==> src/rtl/bus_read_seq.sv <==
// Burst reader that snapshots register-file words onto a shared bus with a valid/ready handshake.
// Optional macro BUS_READ_PARITY_EN adds a bus_parity output tracking the parity of bus_data.
module bus_read_seq #(
    parameter int NUM_REGS = 8,
    parameter int SEL_W    = 3
) (
    input  logic                   clk,
    input  logic                   reset,
    input  logic [NUM_REGS*16-1:0] reg_data_flat,
    input  logic                   rd_start,
    input  logic [SEL_W-1:0]       rd_base,
    input  logic [SEL_W:0]         rd_len,
    input  logic                   bus_ready,
    output logic [15:0]            bus_data,
    output logic                   bus_valid,
    output logic [SEL_W-1:0]       bus_sel,
    output logic                   busy,
    output logic                   done,
`ifdef BUS_READ_PARITY_EN
    output logic                   bus_parity,
`endif
    output logic                   err
);

    typedef enum logic [1:0] {
        IDLE  = 2'd0,
        DRIVE = 2'd1,
        DONE  = 2'd2
    } state_t;

    localparam int                 NUM_SLOTS = 2 ** SEL_W;
    localparam logic [SEL_W:0]     LEN_MAX   = (SEL_W + 1)'(NUM_REGS);
    localparam logic [SEL_W-1:0]   LAST_IDX  = SEL_W'(NUM_REGS - 1);

    state_t             state_reg, state_next;
    logic [SEL_W:0]     remaining_reg, remaining_next;
    logic [15:0]        data_reg, data_next;
    logic [SEL_W-1:0]   sel_reg, sel_next;
    logic               valid_reg, valid_next;
    logic               busy_reg, busy_next;
    logic               done_reg, done_next;
    logic               err_reg, err_next;
    logic [SEL_W-1:0]   next_idx;
    logic               len_ok;

    // Unpack the flat bus; slots beyond NUM_REGS read as zero so any index is safe.
    logic [15:0] reg_words [NUM_SLOTS];

    generate
        for (genvar gi = 0; gi < NUM_SLOTS; gi++) begin : g_unpack
            if (gi < NUM_REGS) begin : g_real
                assign reg_words[gi] = reg_data_flat[16*gi +: 16];
            end else begin : g_pad
                assign reg_words[gi] = 16'h0000;
            end
        end
    endgenerate

    // Explicit wrap so non-power-of-two register counts step from NUM_REGS-1 back to 0.
    assign next_idx = (sel_reg == LAST_IDX) ? '0 : sel_reg + 1'b1;
    assign len_ok   = (rd_len != '0) && (rd_len <= LEN_MAX);

    always_comb begin
        state_next     = state_reg;
        remaining_next = remaining_reg;
        data_next      = data_reg;
        sel_next       = sel_reg;
        valid_next     = valid_reg;
        busy_next      = busy_reg;
        done_next      = 1'b0;
        err_next       = 1'b0;

        case (state_reg)
            IDLE: begin
                if (rd_start) begin
                    if (len_ok) begin
                        remaining_next = rd_len;
                        sel_next       = rd_base;
                        data_next      = reg_words[rd_base];
                        valid_next     = 1'b1;
                        busy_next      = 1'b1;
                        state_next     = DRIVE;
                    end else begin
                        err_next = 1'b1;
                    end
                end
            end
            DRIVE: begin
                if (valid_reg && bus_ready) begin
                    if (remaining_reg > 1) begin
                        sel_next       = next_idx;
                        data_next      = reg_words[next_idx];
                        remaining_next = remaining_reg - 1'b1;
                    end else begin
                        // Last word accepted: drop valid but keep the word on the bus.
                        valid_next = 1'b0;
                        done_next  = 1'b1;
                        state_next = DONE;
                    end
                end
            end
            DONE: begin
                busy_next  = 1'b0;
                state_next = IDLE;
            end
            default: begin
                state_next = IDLE;
            end
        endcase
    end

    always_ff @(posedge clk) begin
        if (!reset) begin
            state_reg     <= IDLE;
            remaining_reg <= '0;
            data_reg      <= 16'h0000;
            sel_reg       <= '0;
            valid_reg     <= 1'b0;
            busy_reg      <= 1'b0;
            done_reg      <= 1'b0;
            err_reg       <= 1'b0;
        end else begin
            state_reg     <= state_next;
            remaining_reg <= remaining_next;
            data_reg      <= data_next;
            sel_reg       <= sel_next;
            valid_reg     <= valid_next;
            busy_reg      <= busy_next;
            done_reg      <= done_next;
            err_reg       <= err_next;
        end
    end

`ifdef BUS_READ_PARITY_EN
    logic parity_reg;

    // Parity follows data_next, so it is loaded and held exactly alongside bus_data.
    always_ff @(posedge clk) begin
        if (!reset) begin
            parity_reg <= 1'b0;
        end else begin
            parity_reg <= ^data_next;
        end
    end

    assign bus_parity = parity_reg;
`endif

    assign bus_data  = data_reg;
    assign bus_valid = valid_reg;
    assign bus_sel   = sel_reg;
    assign busy      = busy_reg;
    assign done      = done_reg;
    assign err       = err_reg;

endmodule

==> config.mk <==
export PLATFORM = sky130hd
export DESIGN_NAME = bus_read_seq
export DESIGN_NICKNAME = d
export VERILOG_FILES = /design/src/rtl/bus_read_seq.sv
export SDC_FILE = /design/constraint.sdc
export NUM_CORES = 1
export LEC_CHECK = 0
export ABC_AREA = 1
export BUFFER_PORTS_ARGS = -buffer_cell sky130_fd_sc_hd__buf_2
export CAP_MARGIN = 5
export CORE_MARGIN = 3
export CORE_UTILIZATION = 55
export CTS_CLUSTER_DIAMETER = 60
export DETAILED_ROUTE_END_ITERATION = 10
export HOLD_SLACK_MARGIN = 0.15
export PLACE_DENSITY_LB_ADDON = 0.2
export SLEW_MARGIN = 20
export SYNTH_ARGS = -nofsm -noshare
export SYNTH_HDL_FRONTEND = slang
export SYNTH_SLANG_ARGS = --single-unit
export TNS_END_PERCENT = 1
==> constraint.sdc <==
create_clock -name clk -period 3.5 [get_ports clk]
set_input_delay 0.35 -clock clk [delete_from_list [all_inputs] [get_ports clk]]
set_output_delay 0.35 -clock clk [all_outputs]
set_load 0.02 [all_outputs]
# Word level (Yosys, flattened, before mapping)
# Index checks and enable logic that the tools add are counted.
[word_totals] register_bits=29 romBits=0 out_inout_bits=23 input_bits=139 memories=0 ram_bits=0 word_cells=71 latchBits=0
[op_classes] reduce_logical=12 shifts=0 n_lt_le_gt_ge=4 multipliers=0 add_sub_neg=2 n_eq_ne=8 bitwise=2 n_div=0 n_mux=35
[op_table] operator="two-way mux 16 bit" count=8
[op_table] operator="binary-select mux 16 bit (select 3 bit)" count=2
[op_table] operator="case mux 16 bit (2 select lines)" count=1
[op_table] operator="two-way mux 4 bit" count=4
[op_table] operator="two-way mux 3 bit" count=5
[op_table] operator="inequality test 2 bit (second input constant)" count=5
[op_table] operator="AND reduction 5 bit" count=2
[op_table] operator="AND reduction 3 bit" count=3
[op_table] operator="greater-or-equal comparator 4 bit (second input constant)" count=2
[op_table] operator="two-way mux 2 bit" count=4
[op_table] operator="NOT 3 -> 4 bit" count=2
[op_table] operator="case mux 4 bit (2 select lines)" count=1
[op_table] operator="two-way mux 1 bit" count=6
[op_table] operator="case mux 3 bit (2 select lines)" count=1
[op_table] operator="greater-than comparator 4 x 1 -> 1 bit (second input constant)" count=1
[op_table] operator="less-or-equal comparator 4 bit (second input constant)" count=1
[op_table] operator="case mux 1 bit (2 select lines)" count=2
[op_table] operator="case mux 2 bit (2 select lines)" count=1
[op_table] operator="AND reduction 4 bit" count=1
[op_table] operator="nonzero test 2 bit" count=2
[op_table] operator="nonzero test 4 bit" count=1
[op_table] operator="subtractor 4 x 1 -> 4 bit (second input constant)" count=1
[op_table] operator="adder 3 x 1 -> 3 bit (second input constant)" count=1
[op_table] operator="equality test 3 bit (second input constant)" count=1
[op_table] operator="other kinds (4)" count=5

# Depth between registers and ports, before layout
# Gate-level depths: netlist (run 1).
[logic_depth] word_depth=9 depth_mapped=12

# Worst setup path before layout (run 1)
# No wires, ideal clock.
[synth_timing] path_kind="reg-to-reg" from="register sel_reg[0], in the netlist bus_sel[0]" to="register data_reg[0], in the netlist bus_data[0]" path_stages_with_launch=10 t_arrival_ns=1.565 n_path_buf=1 setup_slack_ns=1.869 setup_ns=0.066 cell_sequence="dfxtp_1 -> ha_1 -> ha_1 -> inv_1 -> nor2_4 -> buf_4 -> nand2_1 -> nand2_1 -> nor2_1 -> a21oi_2"
[synth_via] elab_chain_cells=9 word_cells_on_any_way=10 classes_between="add/sub (1); eq/ne (1); mux (7); bitwise (1)"
[synth_lines] element="start, declared" line_no="38" source="logic [SEL_W-1:0] sel_reg, sel_next;"
[synth_lines] element="start signal, assigned" line_no="126" source="sel_reg <= sel_next;"
[synth_lines] element="adder 3 x 1 -> 3 bit / equality test 3 bit (equally long branches)" line_no="60" source="assign next_idx = (sel_reg == LAST_IDX) ? '0 : sel_reg + 1'b1;"
[synth_lines] element="two-way mux 3 bit *" line_no="60"
[synth_lines] element="NOT 3 -> 4 bit (not written as such) *" line_no="92" source="data_next = reg_words[next_idx];"
[synth_lines] element="binary-select mux 16 bit (select 3 bit) *" line_no="92"
[synth_lines] element="two-way mux 16 bit (not written as such) * (2 in a row)" line_no="92"
[synth_lines] element="two-way mux 16 bit *" line_no="90" source="if (remaining_reg > 1) begin"
[synth_lines] element="two-way mux 16 bit *" line_no="89" source="if (valid_reg && bus_ready) begin"
[synth_lines] element="case mux 16 bit (2 select lines) *" line_no="73" source="case (state_reg)"
[synth_lines] element="end signal, assigned" line_no="125" source="data_reg <= data_next;"
[synth_lines] element="end, declared" line_no="37" source="logic [15:0] data_reg, data_next;"
# Every way passes the cells marked *; elsewhere a longest branch is shown, timed or not. The select of a mux whose other input is x is not followed.
# A chain may end at the register's enable or synchronous reset.

# Worst setup path in the final report (run 1)
[layout_timing] from="register sel_reg[0], in the netlist bus_sel[0]" to="register data_reg[11], in the netlist bus_data[11]"
# Same word-level chain as after synthesis.

==> results list, run 1 <==
* Async set or reset register ratio after synthesis: 0%
* Insertion delay of the later-clocked pin in the worst-skew pair: 0.28 ns
- Synthesis handed over a netlist of 932 instances.
* Leakage Power: 3.45 nW
- Cell at the root of the clock tree: sky130_fd_sc_hd__clkbuf_8
- Once the floorplan was initialized, standard cells occupied 58.6% of the core.
- STA classifies the critical path endpoint as a flop.
- Die H: around 95 um
* Non-filler instance count after layout: 1154
- The number of different library cells used by synthesis comes to 26.
- After clock tree synthesis, the repair step resized 0 gates.
- The number of antenna violations at the first check in global routing was 0.
- Count of flip-flops with a built-in enable after synthesis: 0
- Max-slew violation total from the final report: 0
* Slew HR: a little under a third
- Rows: 31
* Cell taking the most area after synthesis: sky130_fd_sc_hd__nand2_1
- After layout, the worst setup slack is ~1.2 ns.
- Setup violations remaining at the end of the flow were counted as 0.
- Summed over all layers, the global routing overflow is 0.
- The via count of the first global-routing pass was just over 5000.
* Cell with the most instances on the worst path: sky130_fd_sc_hd__nand2_1
- Worst slew pin tran: between 1 and 1.5 ns
- Fin Hold WS: around 0.37 ns
- Post-synthesis register bit count: 29
* Initial detailed-routing violation count: between 400 and 500
- The commonest cells after synthesis are sky130_fd_sc_hd__nand2_1 (481), sky130_fd_sc_hd__inv_1 (160), sky130_fd_sc_hd__nand3_1 (130).
- Remaining DRCs: 0
- During synthesis, Yosys emitted a total of 0 warnings.
- The synthesized design devotes to its leading area cell type a little over 40% of total area.
* Overall track demand over capacity in global routing: between 30% and 40%
* Kind of critical path: reg2reg
- Worst hold path type: in2reg
- Max-cap violations in this run came to 0.
* Worst Reg-to-Reg Cells: 9
- At the worst endpoint, the required time is ~3.7 ns.
- Max FFs per register: 16
- Aggregate negative setup slack: 0 ns
- Seq/Total Area, Yosys: a little over an eighth
- After detailed routing, the average wire length per cell comes to roughly 12 um.
* Layout overhead on the synthesized area: 18.7%
- Data on the critical path arrives at its endpoint at approximately 2.5 ns.
- Critical-path cell with the highest stage delay: sky130_fd_sc_hd__inv_2
- IR drop worst, VDD: 0.162 mV
- Among cell families on the critical path, the largest total delay comes from buffers and inverters.
- In the post-synthesis netlist, the biggest area contributors are sky130_fd_sc_hd__nand2_1 (41%), sky130_fd_sc_hd__nand3_1 (15%), sky130_fd_sc_hd__inv_1 (14%).
* Detailed-routing iteration count for the pre-antenna-repair pass: 6
* Horizontal die dimension: ~95 um
* Final GP Congestion: between 0.8 and 0.9
- Unrepaired setup endpoints after global routing: false
- Dividing total power by cell area gives a power density of 307 nW/um2.
* Crit share post-route: about 65%
- The detailed router placed between 5000 and 6000 vias in this run.
- The post-route netlist has between 10% and 20% of its cells at a drive strength greater than 1.
- Number of logic stages on the critical path including buffering: 9
* Antenna-violating nets left: 0
* CP max stage delay: just under 0.6 ns
- Worst path bufs/invs: 2
- Summed over all nets, the half-perimeter wirelength after detailed placement is 10.1 mm.
- The clock passes through at most 2 buffers.
* Total detailed-routing wirelength: 13.9 mm
- Top Ports: roughly 160
* Commonest register cell after synthesis: sky130_fd_sc_hd__dfxtp_1
- Core area: approximately 7500 um2
- Summed instance area of the synthesized netlist: approximately 4400 um2
- Max Freq: roughly 440 MHz
* Status: complete, no violations
- After the last flow step, the layout net total stands at roughly 1200.
* Post-CTS Setup Bufs: 0
* Count of clock tree sinks: 29
- Kind of launch point of the worst setup path: flop
- Entering global routing, the biggest net connects 68 pins.
- TritonCTS built the clock tree.
- Top-count cell post-synth: sky130_fd_sc_hd__nand2_1
- Counting instances, the worst hold path has a depth of 3.
* Average vias per placed instance: 5.01
* # fillers: 762
- Each instance of the synthesized netlist takes up on average approximately 4.7 um2.
* Final min period: roughly 2.3 ns
- The first global-routing pass estimated roughly 23 mm of wire.
- Syn_nets: around 1100
- The floorplan step defined a die boundary enclosing 9080 um2.
- At the placement stage, the worst setup path has a slack of roughly 1.3 ns.
- The repair_antennas step left the layout with diodes totalling 0.
* Area after DPL: about 5100 um2
* Post-cts hold buffer count: 0
- After clock tree synthesis, the clock-pin slew on the worst setup and hold paths is approximately 0.07 ns.
* Total instance count after detailed placement: roughly 1100
- Buffers placed on the I/O ports in this run total approximately 160.
- Setup slack on the worst flop-to-flop path: 1.22 ns
* Peak fanout along the critical path: 67
- Number of H-tree branching levels: 2
* Number of buffers inserted during clock tree synthesis: 5
- Clock Skew: around 0.0063 ns
- With fillers left out, the area of the finished cells amounts to 5200 um2.
* CP Cell Sequence: buf_4 > inv_2 > nand2_1 > nand3_1 > nand2_1 > nand2_1 > nand2_1 > nor2_1 > a21oi_1
- Total count of hold-check failures in the final report: 0
[path summary, 6_finish.rpt]
kind | start | endpoint
max reg2reg | bus_sel[0]$_SDFFE_PN0P_ | bus_data[11]$_SDFFE_PN0P_
max | bus_sel[0]$_SDFFE_PN0P_ | bus_data[11]$_SDFFE_PN0P_
min | rd_start | err$_SDFF_PN0_
min reg2reg | busy$_SDFFE_PN0P_ | busy$_SDFFE_PN0P_
[layout make-up]
class / count / area [um2] / area share [%]
Sequential cell: 29 / 582 / 11.2
Timing Repair Buffer: 167 / 851 / 16.4
Clock buffer: 7 / 96.3 / 1.85
Inverter: 165 / 619 / 11.9
Multi-Input combinational cell: 686 / 2930 / 56.2
Clock inverter: 1 / 5.00 / 0.0962
Tap cell: 99 / 124 / 2.38
[power breakdown]
part / switching (mW) / internal (mW)
Sequential: 0.0286 / 0.369
Combinational: 0.579 / 0.311
Clock: 0.132 / 0.178
Total: 0.740 / 0.857
[worst reg2reg max path: cells and delay by family (launching register included)]
family	cells	cell delay, ns
simple gates	6	0.63
flops	1	0.32
buf+inv	2	1.16
compound gates	1	0.11
[cell usage in the layout (no fill, tap or decap)]
| cell | Yosys | final |
|---|---|---|
| sky130_fd_sc_hd__a31oi_1 | 1 | 1 |
| sky130_fd_sc_hd__nand3_1 | 130 | 130 |
| sky130_fd_sc_hd__a21oi_1 | 17 | 17 |
| sky130_fd_sc_hd__nor4_1 | 2 | 2 |
| sky130_fd_sc_hd__nor2_4 | 2 | 2 |
| sky130_fd_sc_hd__ha_1 | 4 | 4 |
| sky130_fd_sc_hd__nand2_1 | 481 | 481 |
| sky130_fd_sc_hd__dfxtp_2 | 0 | 1 |
| sky130_fd_sc_hd__nand2_2 | 1 | 1 |
| sky130_fd_sc_hd__inv_2 | 4 | 5 |
| sky130_fd_sc_hd__inv_1 | 160 | 159 |
| sky130_fd_sc_hd__buf_4 | 8 | 6 |
| sky130_fd_sc_hd__nor2_8 | 1 | 1 |
| sky130_fd_sc_hd__buf_2 | 27 | 161 |
| sky130_fd_sc_hd__nand4_1 | 3 | 3 |
| sky130_fd_sc_hd__clkinv_2 | 0 | 1 |
| sky130_fd_sc_hd__nand3_2 | 1 | 1 |
| sky130_fd_sc_hd__nor3_1 | 2 | 2 |
| sky130_fd_sc_hd__dfxtp_1 | 29 | 28 |
| sky130_fd_sc_hd__clkinv_1 | 1 | 1 |
| sky130_fd_sc_hd__clkbuf_8 | 0 | 7 |
| sky130_fd_sc_hd__nor2_2 | 2 | 2 |
| sky130_fd_sc_hd__o22ai_1 | 1 | 1 |
| sky130_fd_sc_hd__o21ai_0 | 6 | 6 |
| sky130_fd_sc_hd__a21oi_2 | 9 | 9 |
| sky130_fd_sc_hd__nor2_1 | 22 | 22 |
| sky130_fd_sc_hd__nand3_4 | 1 | 1 |
[layer usage]
metal	GRT usage [%]	part of all wire [%]	up-vias
li1	-	-	3008
met1	40.2	40	2425
met2	51.1	47	318
met3	6.39	11	31
met4	10.3	2.4	0
met5	0	0	-
[cell families (layout without fill, tap and decap cells)]
family / Yosys count / after routing / share of synthesized area (%)
AOI/OAI and AO/OA: 34 / 34 / 4.71
and+or+nand+nor: 648 / 648 / 60.9
DFF: 29 / 29 / 13.2
buffers and inverters: 217 / 340 / 20.0
adders and majority gates: 4 / 4 / 1.14
[metrics by stage]
stage	total power [mW]	util (%)
after global placement	1.27	68.1
final	1.60	69.5
after floorplan	1.05	-
after detailed placement	1.28	68.1
after global routing	1.74	69.5
after CTS	1.59	69.5
(Power assumes the default switching activity.)
==> inputs of run 2 (changes only) <==
CORE_UTILIZATION = 46   (was 55)
clock period = 2.08 ns   (was 3.5 ns; I/O delays follow)
==> run 2 against run 1 <==
Compared with the run above: fmax grew 30%; critical path depth rose by 3; register-to-register slack worse by 0.89 ns; cell count increased by 3.0%; core utilization decreased by 9.8 points; count of clock-buffer cells in the layout unchanged; hold slack got worse by 0.15 ns; total power grew 74%; first-iteration DRC count is 17% lower; critical endpoint is now remaining_reg[1]$_SDFFE_PN0P_; largest power group unchanged; highest routed layer unchanged.
==> results list, run 2 (synthesis gave the netlist of run 1 again) <==
- The flow ran to the end, and the final reports show no timing, DRC or antenna violations.
- Remaining DRCs: 0
* Number of H-tree branching levels: 2
- Switching part of the total power: between 40% and 50%
- The clock network is responsible for a little under a fifth of the overall power.
- Cell internal pwr: 1.49 mW
- After layout, the design draws a total of between 2 and 3 mW.
- Slew HR: roughly 52%
- IR drop worst, VDD: between 0.2 and 0.3 mV
- In this run the cell area measured after placement is between 5000 and 6000 um2.
- Top Ports: about 160
- Endpoint required time on the critical path: about 2.3 ns
- Area used by multi-input combinational logic: roughly 2900 um2
- Between clock sinks in the finished design, the worst skew comes to approximately 0.0077 ns.
* Pin count of the biggest net entering global routing: 66
- Overall track demand over capacity in global routing: approximately a quarter
- Critical-path cell with the highest stage delay: sky130_fd_sc_hd__dfxtp_1
- Final min period: ~1.8 ns
- After detailed placement, the design holds a cell count of around 1200.
- For this run, the post-layout net count is between 1000 and 1500.
* Number of global-route vias before repair: about 5100
- Clock slew at the register clock pins of the worst setup and hold paths: about 0.07 ns
- In this run, the number of DRC markers left after iteration 0 of detailed routing was roughly 410.
- Total count of hold-check failures in the final report: 0
* Worst path bufs/invs: 4
* Antenna-violating nets left: 0
* Post-route setup slack: between 0.3 and 0.4 ns
* Layout overhead on the synthesized area: 22.2%
- The critical path goes through inv_1 > ha_1 > inv_1 > nand2_1 > nand2_1 > nand2_1 > nand2_2 > nand3_4 > inv_2 > buf_12 > nand2_1 > a21oi_1.
- For this block, the via count after detailed routing is 5744.
- Cell at the root of the clock tree: sky130_fd_sc_hd__clkbuf_8
- The clock passes through at most 2 buffers.
* # fillers: 1000
- At the pin with the least slew margin, the transition time is about 0.71 ns.
- Final GP Congestion: roughly 0.84
- Rows: 34
- Kind of launch point of the worst setup path: flop
- Worst hold path type: in2reg
- The cell that appears most often on the critical path is sky130_fd_sc_hd__nand2_1.
- The later pin in the worst-skew pair is clocked with a latency of around 0.29 ns.
- After legalization and detailed placement, the total HPWL measured 10.7 mm.
- The total overflow left after global routing is 0.
- Layout Utilization: around three fifths
- Post-cts hold buffer count: 0
- For this configuration, the core starts out at a cell density of about 49%.
- STA puts the critical path data arrival time at 1.97 ns.
- STA classifies the critical path endpoint as a flop.
- Across the run, the number of max-cap violations was 0.
- Registers take ~580 um2.
* Max FFs per register: 16
- PD cells: 519 nW/um2
* Horizontal die dimension: 104 um
- Post-CTS sizing: 0
* Clock tree from TritonCTS: built
- Number of buffers inserted during clock tree synthesis: 5
- Non-filler instance count after layout: ~1200
- During placement, the flow inserted port buffers numbering ~160.
- Die H: 104 um
- Max Freq: 570 MHz
- The first detailed-routing pass took 5 iterations.
* WL per Instance: between 10 and 15 um
* Aggregate negative setup slack: 0 ns
- Fin Hold WS: between 0.2 and 0.25 ns
- The clock net in this run drives a total of 29 sinks.
- Design Area, Final: between 5000 and 6000 um2
- The number of pins exceeding their max-slew limit in the final report came to 0.
- Along the worst path, the maximum fanout reaches 17.
- After detailed routing, the total wire length is 14.6 mm.
- Commonest non-fill, non-tap cell in the layout: sky130_fd_sc_hd__nand2_1
* Post-Place Setup Slack: 0.380 ns
- Part of the total power dissipated in sequential elements: 23.9%
- The number of antenna violations at the first check in global routing came to 0.
- Number of setup violations in the final report: 0
- In this run the post-CTS setup repair buffer count came out at 0.
* Most frequent cells in the layout: sky130_fd_sc_hd__nand2_1 (481), sky130_fd_sc_hd__buf_2 (161), sky130_fd_sc_hd__inv_1 (159)
- ANT cells: 0
- Core area: around 9000 um2
- Leakage Power: ~3.5 nW
- Sw power: between 1 and 1.5 mW
* Crit share post-route: between 80% and 90%
- Area of the die: 10700 um2
- Share of post-route cells with drive strength above 1: 19.4%
- Average vias per placed instance: between 4 and 5
- Global-route wire length before repair: roughly 24 mm
- Per report_power, the combinational group accounts for 57.3% of the total.
* Kind of critical path: reg2reg
- The largest single stage delay on the critical path is between 0.3 and 0.4 ns.
- Setup repair after global routing left no endpoint under its margin.
* CP top delay family: simple AND/OR/NAND/NOR gates
## run 2: cell types whose count changed in the layout (fill, tap and decap cells not counted), sizes merged
cell  delta
buf      +8
## run 2: worst min-delay path, cell delays in order
cell                     delay, ns
sky130_fd_sc_hd__buf_2        0.11
sky130_fd_sc_hd__inv_1        0.08
sky130_fd_sc_hd__nor3_1       0.06
## run 2: power by group through the flow
stage / Sequential, mW / Clock, mW / Combinational (mW)
final: 0.664 / 0.525 / 1.59
after global routing: 0.673 / 0.559 / 1.79
after CTS: 0.664 / 0.528 / 1.58
after detailed placement: 0.676 / 0 / 1.57
after global placement: 0.676 / 0 / 1.57
after floorplan: 0.734 / 0 / 1.04
## run 2: worst paths after layout
kind                                  from                       endpoint  slack [ns]  cells past startpoint
max          remaining_reg[0]$_SDFFE_PN0P_  remaining_reg[1]$_SDFFE_PN0P_        0.33                     12
min                               rd_start                 err$_SDFF_PN0_        0.22                      3
max reg2reg  remaining_reg[0]$_SDFFE_PN0P_  remaining_reg[1]$_SDFFE_PN0P_        0.33                     12
min reg2reg              busy$_SDFFE_PN0P_              busy$_SDFFE_PN0P_        0.46                      2
## run 2: area by class of cell
cell class / instances / area share, %
clock buffer: 7 / 1.80
clock inverter: 1 / 0.0934
inverter: 165 / 11.6
multi-input combinational: 686 / 54.6
sequential: 29 / 10.9
tap: 126 / 2.94
timing repair buffer: 175 / 18.2
## run 2: routing by layer
metal	GRT usage, %	up-vias	wire (um)
met5	0	-	0
met4	7.88	0	330
met3	3.42	23	1260
met2	41.7	279	6670
met1	37.0	2416	6380
li1	-	3026	-
